[config.mk]
export PLATFORM = sky130hd
export DESIGN_NAME = pipe_hazard_ctrl
export DESIGN_NICKNAME = d
export VERILOG_FILES = /design/src/rtl/pipe_hazard_ctrl.sv
export SDC_FILE = /design/constraint.sdc
export NUM_CORES = 1
export LEC_CHECK = 0
export ABC_AREA = 1
export BUFFER_PORTS_ARGS = -buffer_cell sky130_fd_sc_hd__buf_4
export CORE_MARGIN = 3
export CORE_UTILIZATION = 45
export DETAILED_ROUTE_END_ITERATION = 10
export HOLD_SLACK_MARGIN = 0.06
export PLACE_DENSITY_LB_ADDON = 0.12
export SLEW_MARGIN = 5
export SYNTH_ARGS = -nofsm -noshare
export SYNTH_HDL_FRONTEND = slang
export SYNTH_SLANG_ARGS = --single-unit
[constraint.sdc]
create_clock -name clk_i -period 4.2 [get_ports clk_i]
set_input_delay 0.84 -clock clk_i [delete_from_list [all_inputs] [get_ports clk_i]]
set_output_delay 0.84 -clock clk_i [all_outputs]
set_load 0.02 [all_outputs]
[src/rtl/pipe_hazard_ctrl.sv]
// Pipeline hazard controller: load-use stalls, branch/jump flushes, data-memory freezes with a timeout watchdog.
// Optional performance counters are built when PIPE_HAZARD_CTRL_PERF_EN is defined.
module pipe_hazard_ctrl #(
  parameter int MEM_TIMEOUT = 64,
  parameter int CNT_W       = 16
) (
  input  logic             clk_i,
  input  logic             rst_i,
  input  logic [4:0]       id_rs_i,
  input  logic [4:0]       id_rt_i,
  input  logic             ex_memread_i,
  input  logic [4:0]       ex_rt_i,
  input  logic             branch_taken_i,
  input  logic             jump_i,
  input  logic             mem_req_i,
  input  logic             mem_ack_i,
  output logic             pc_we_o,
  output logic             ifid_we_o,
  output logic             ifid_flush_o,
  output logic             idex_bubble_o,
  output logic             exmem_we_o,
  output logic             memwb_bubble_o,
  output logic             mem_err_o,
  output logic [CNT_W-1:0] stall_cnt_o,
  output logic [CNT_W-1:0] freeze_cnt_o
);

  typedef enum logic {RUN, MEM_WAIT} state_t;

  localparam logic [7:0] TIMEOUT_VAL = 8'(MEM_TIMEOUT);

  state_t     state_reg, state_next;
  logic [7:0] wait_cnt_reg, wait_cnt_next;
  logic       mem_err_reg, mem_err_next;

  logic freeze, load_use, flush;

  assign freeze   = mem_req_i & ~mem_ack_i;
  assign load_use = ex_memread_i && (ex_rt_i != 5'd0) &&
                    ((ex_rt_i == id_rs_i) || (ex_rt_i == id_rt_i));
  assign flush    = branch_taken_i | jump_i;

  // Priority: reset > freeze > load-use > flush > normal.
  always_comb begin
    pc_we_o        = 1'b1;
    ifid_we_o      = 1'b1;
    ifid_flush_o   = 1'b0;
    idex_bubble_o  = 1'b0;
    exmem_we_o     = 1'b1;
    memwb_bubble_o = 1'b0;
    if (rst_i) begin
      pc_we_o        = 1'b0;
      ifid_we_o      = 1'b0;
      exmem_we_o     = 1'b0;
      ifid_flush_o   = 1'b1;
      idex_bubble_o  = 1'b1;
      memwb_bubble_o = 1'b1;
    end else if (freeze) begin
      pc_we_o        = 1'b0;
      ifid_we_o      = 1'b0;
      exmem_we_o     = 1'b0;
      memwb_bubble_o = 1'b1;
    end else if (load_use) begin
      pc_we_o        = 1'b0;
      ifid_we_o      = 1'b0;
      idex_bubble_o  = 1'b1;
    end else if (flush) begin
      ifid_flush_o   = 1'b1;
    end
  end

  always_comb begin
    state_next    = state_reg;
    wait_cnt_next = wait_cnt_reg;
    mem_err_next  = mem_err_reg;
    case (state_reg)
      RUN: begin
        if (freeze) begin
          state_next    = MEM_WAIT;
          wait_cnt_next = 8'd0;
        end
      end
      MEM_WAIT: begin
        if (mem_ack_i) begin
          state_next    = RUN;
          wait_cnt_next = 8'd0;
        end else begin
          // Saturate so a very long wait cannot wrap back below the threshold.
          if (wait_cnt_reg != 8'hFF) wait_cnt_next = wait_cnt_reg + 8'd1;
          if (wait_cnt_next == TIMEOUT_VAL) mem_err_next = 1'b1;
        end
      end
      default: begin
        state_next    = RUN;
        wait_cnt_next = 8'd0;
      end
    endcase
  end

  always_ff @(posedge clk_i) begin
    if (rst_i) begin
      state_reg    <= RUN;
      wait_cnt_reg <= 8'd0;
      mem_err_reg  <= 1'b0;
    end else begin
      state_reg    <= state_next;
      wait_cnt_reg <= wait_cnt_next;
      mem_err_reg  <= mem_err_next;
    end
  end

  assign mem_err_o = mem_err_reg;

`ifdef PIPE_HAZARD_CTRL_PERF_EN
  logic [CNT_W-1:0] stall_cnt_reg, freeze_cnt_reg;
  logic             stall_evt, freeze_evt;

  assign stall_evt  = ~freeze & load_use;
  assign freeze_evt = freeze;

  always_ff @(posedge clk_i) begin
    if (rst_i) begin
      stall_cnt_reg  <= '0;
      freeze_cnt_reg <= '0;
    end else begin
      if (stall_evt && (stall_cnt_reg != '1))
        stall_cnt_reg <= stall_cnt_reg + CNT_W'(1);
      if (freeze_evt && (freeze_cnt_reg != '1))
        freeze_cnt_reg <= freeze_cnt_reg + CNT_W'(1);
    end
  end

  assign stall_cnt_o  = stall_cnt_reg;
  assign freeze_cnt_o = freeze_cnt_reg;
`else
  assign stall_cnt_o  = '0;
  assign freeze_cnt_o = '0;
`endif

endmodule
==> metrics.txt <==
CP cell instances=buf_4 > xor2_1 > nor3b_1 > nand3_1 > nand2_1 > nand2_1 > o21ai_0 > buf_4; drt first pass iters=4; hold_sp=mem_err_o$_SDFFE_PP0P_; Layout Skew=0.00158 ns; Reg2Reg Depth=10; area of the core=2100 sq um; Worst R2R Start=wait_cnt_reg[1]$_SDFFE_PP0P_; number of distinct library cells after synthesis=24; initial antenna violation count=0; gr ovfl total=0; die height=54.6 um; Max Fclk=367 MHz; DR iter-0 viols=10; CP max stage delay=0.21 ns; layout cell share with drive strength beyond 1=21.1%; vias in the first global route=835; Synth area leaders=buf_4 23%, dfxtp_1 19%, nand2_1 14%, a21oi_1 5.7%, nor2_1 5.3%; EDFF count, synth=0; Slew HR=64.3%; Max-cap violations=0; Worst-Margin Slew=0.534 ns; RSZ-0062 raised after global routing=no; PwrDens=215 nW/um^2; GRT Overall Usage=14.6%; CTS sink cnt=10; Antenna diodes=0; Crit Path Class=input port to output pin; min-delay worst type=flip-flop to flip-flop; WL final=2.01 mm; initial core utilization=50.5%; largest net degree at the start of global routing=13; commonest cells in the netlist=40 x nand2_1, 33 x buf_4, 15 x nor2_1; final hold violations=0; post-synth top area share=23.3%; Slew Limit Fails=0; Die Area=2980 sq um; sequential share of the synthesized area=18.9%; IO Pins=61; hold_buf cts=0; synthesized instance count=165; drc violations=0; Synth Flop Type=dfxtp_1; nets=218; Post-Syn Area=1060 sq um; most frequent cell after synthesis=nand2_1; Worst R2R End=mem_err_o$_SDFFE_PP0P_; flop-to-flop setup slack=2.72 ns; # rows=16; Synth area leader=buf_4; critical path data arrival time=1.89 ns; total CTS buffers=3; GPL Wtd Cong=0.870; Post-synth ARST share=0%; Final period util=64.9%; Final TNS setup=0 ns; cell area after layout=1210 sq um; status=finished, final reports clean; Pleak=0.594 nW; Root Driver=clkbuf_4; deepest clock path buffer count=2; Antenna Nets Post-Route=0; Setup Buffers After CTS=0; post_cts resized=0; DR vias/cell=4.33; Largest register FFs=8; Die Span X=54.6 um; post-synthesis area per instance=6.43 sq um; global-route wire length before repair=3.24 mm; #FFs+latches synth=10; HPWL after DPL=1.71 mm; Worst-Skew Late Latency=0.26 ns; DR vias=958; min Tclk post-route=2.73 ns; DP Area=1170 sq um; critical path peak fanout=3; Slowest cell on crit path=nor3b_1; area growth from synthesis to layout=13.7%; Final setup violation count=0; endpoint type of the worst setup path=output pin; Routed WL per cell=9.09 um; Yosys warning total=0; CTS clk-pin slew, worst paths=0.06 ns; CP Launch Type=input port; peak supply drop=186 uV; CTS tree=yes; H-tree depth=1; port bufs=28; CP Launch Point=ex_rt_i[0]; Setup crit end=idex_bubble_o; WP data required=3.36 ns
==> cell type report <==
type / count / area [sq um]
sequential: 10 / 200
multi-input combinational: 137 / 669
inverter: 15 / 56.3
timing repair buffer: 28 / 210
tap: 27 / 33.8
clock buffer: 4 / 36.3
fill: 226 / 896
==> critical path: cells and delay by family <==
family | cells | cell delay (ns)
AND/OR/NAND/NOR | 4 | 0.44
buffers and inverters | 2 | 0.29
AO/OA/AOI/OAI | 1 | 0.16
XOR/XNOR | 1 | 0.15
==> per-stage QoR <==
step | power [W] | hold slack (ns) | std cells | setup slack [ns] | util, %
floorplan | 0.000173 | 0.472 | 196 | 1.17 | -
global placement | 0.000176 | 0.450 | 217 | 1.50 | 55.7
detailed placement | 0.000177 | 0.462 | 217 | 1.47 | 55.7
CTS | 0.000262 | 0.471 | 221 | 1.46 | 57.4
global route | 0.000271 | 0.483 | 221 | 1.28 | 57.4
finish | 0.000260 | 0.464 | 221 | 1.47 | 57.4
==> report_power, final <==
part,internal (W),leakage [nW],switching [W]
clock network,0.0000526,0.0210,0.0000321
logic,0.0000271,0.492,0.0000513
registers,0.0000958,0.0808,0.000000796
total,0.000175,0.594,0.0000842
==> routing by layer <==
metal / routed length, um / GRT usage (%) / vias up
met2: 927 / 26.5 / 45
li1: - / - / 510
met3: 193 / 1.63 / 2
met1: 867 / 17.0 / 401
met4: 20 / 6.22 / 0
met5: 0 / 0 / -
==> placed cells by master (no fill, tap or decap) <==
master | netlist | final
clkbuf_8 | 0 | 1
nand3_1 | 9 | 9
dfxtp_1 | 10 | 10
clkbuf_4 | 0 | 3
a21oi_2 | 1 | 1
nand2_2 | 2 | 2
ha_1 | 1 | 1
nor2_1 | 15 | 15
nor2_4 | 3 | 3
xor2_1 | 4 | 4
conb_1 | 1 | 32
nand2_1 | 40 | 40
clkinv_1 | 1 | 1
nor3b_1 | 1 | 1
nand3_2 | 1 | 1
a211oi_1 | 1 | 1
a21oi_1 | 12 | 12
nand3b_1 | 1 | 1
nand2_4 | 2 | 2
inv_1 | 14 | 14
nand4_1 | 3 | 3
o21ai_0 | 4 | 4
buf_4 | 33 | 28
xnor2_1 | 4 | 4
or2_0 | 1 | 1
==> logic make-up after synthesis <==
family | count (synthesis) | share of synthesized area [%]
buf+inv | 49 | 29.0
other cells | 1 | 0.353
xor+xnor | 8 | 6.60
fa+ha+maj | 1 | 1.18
compound gates | 18 | 9.08
flops | 10 | 18.9
simple gates | 78 | 34.9
==> worst min-delay path by stage <==
stage,to,cells past startpoint
2_1_floorplan,wait_cnt_reg[7]$_SDFFE_PP0P_,2
5_1_grt,mem_err_o$_SDFFE_PP0P_,2
3_3_place_gp,mem_err_o$_SDFFE_PP0P_,2
3_5_place_dp,mem_err_o$_SDFFE_PP0P_,2
4_1_cts,mem_err_o$_SDFFE_PP0P_,2
6_report,mem_err_o$_SDFFE_PP0P_,2
Note: power is estimated with default switching activity, not from simulation.
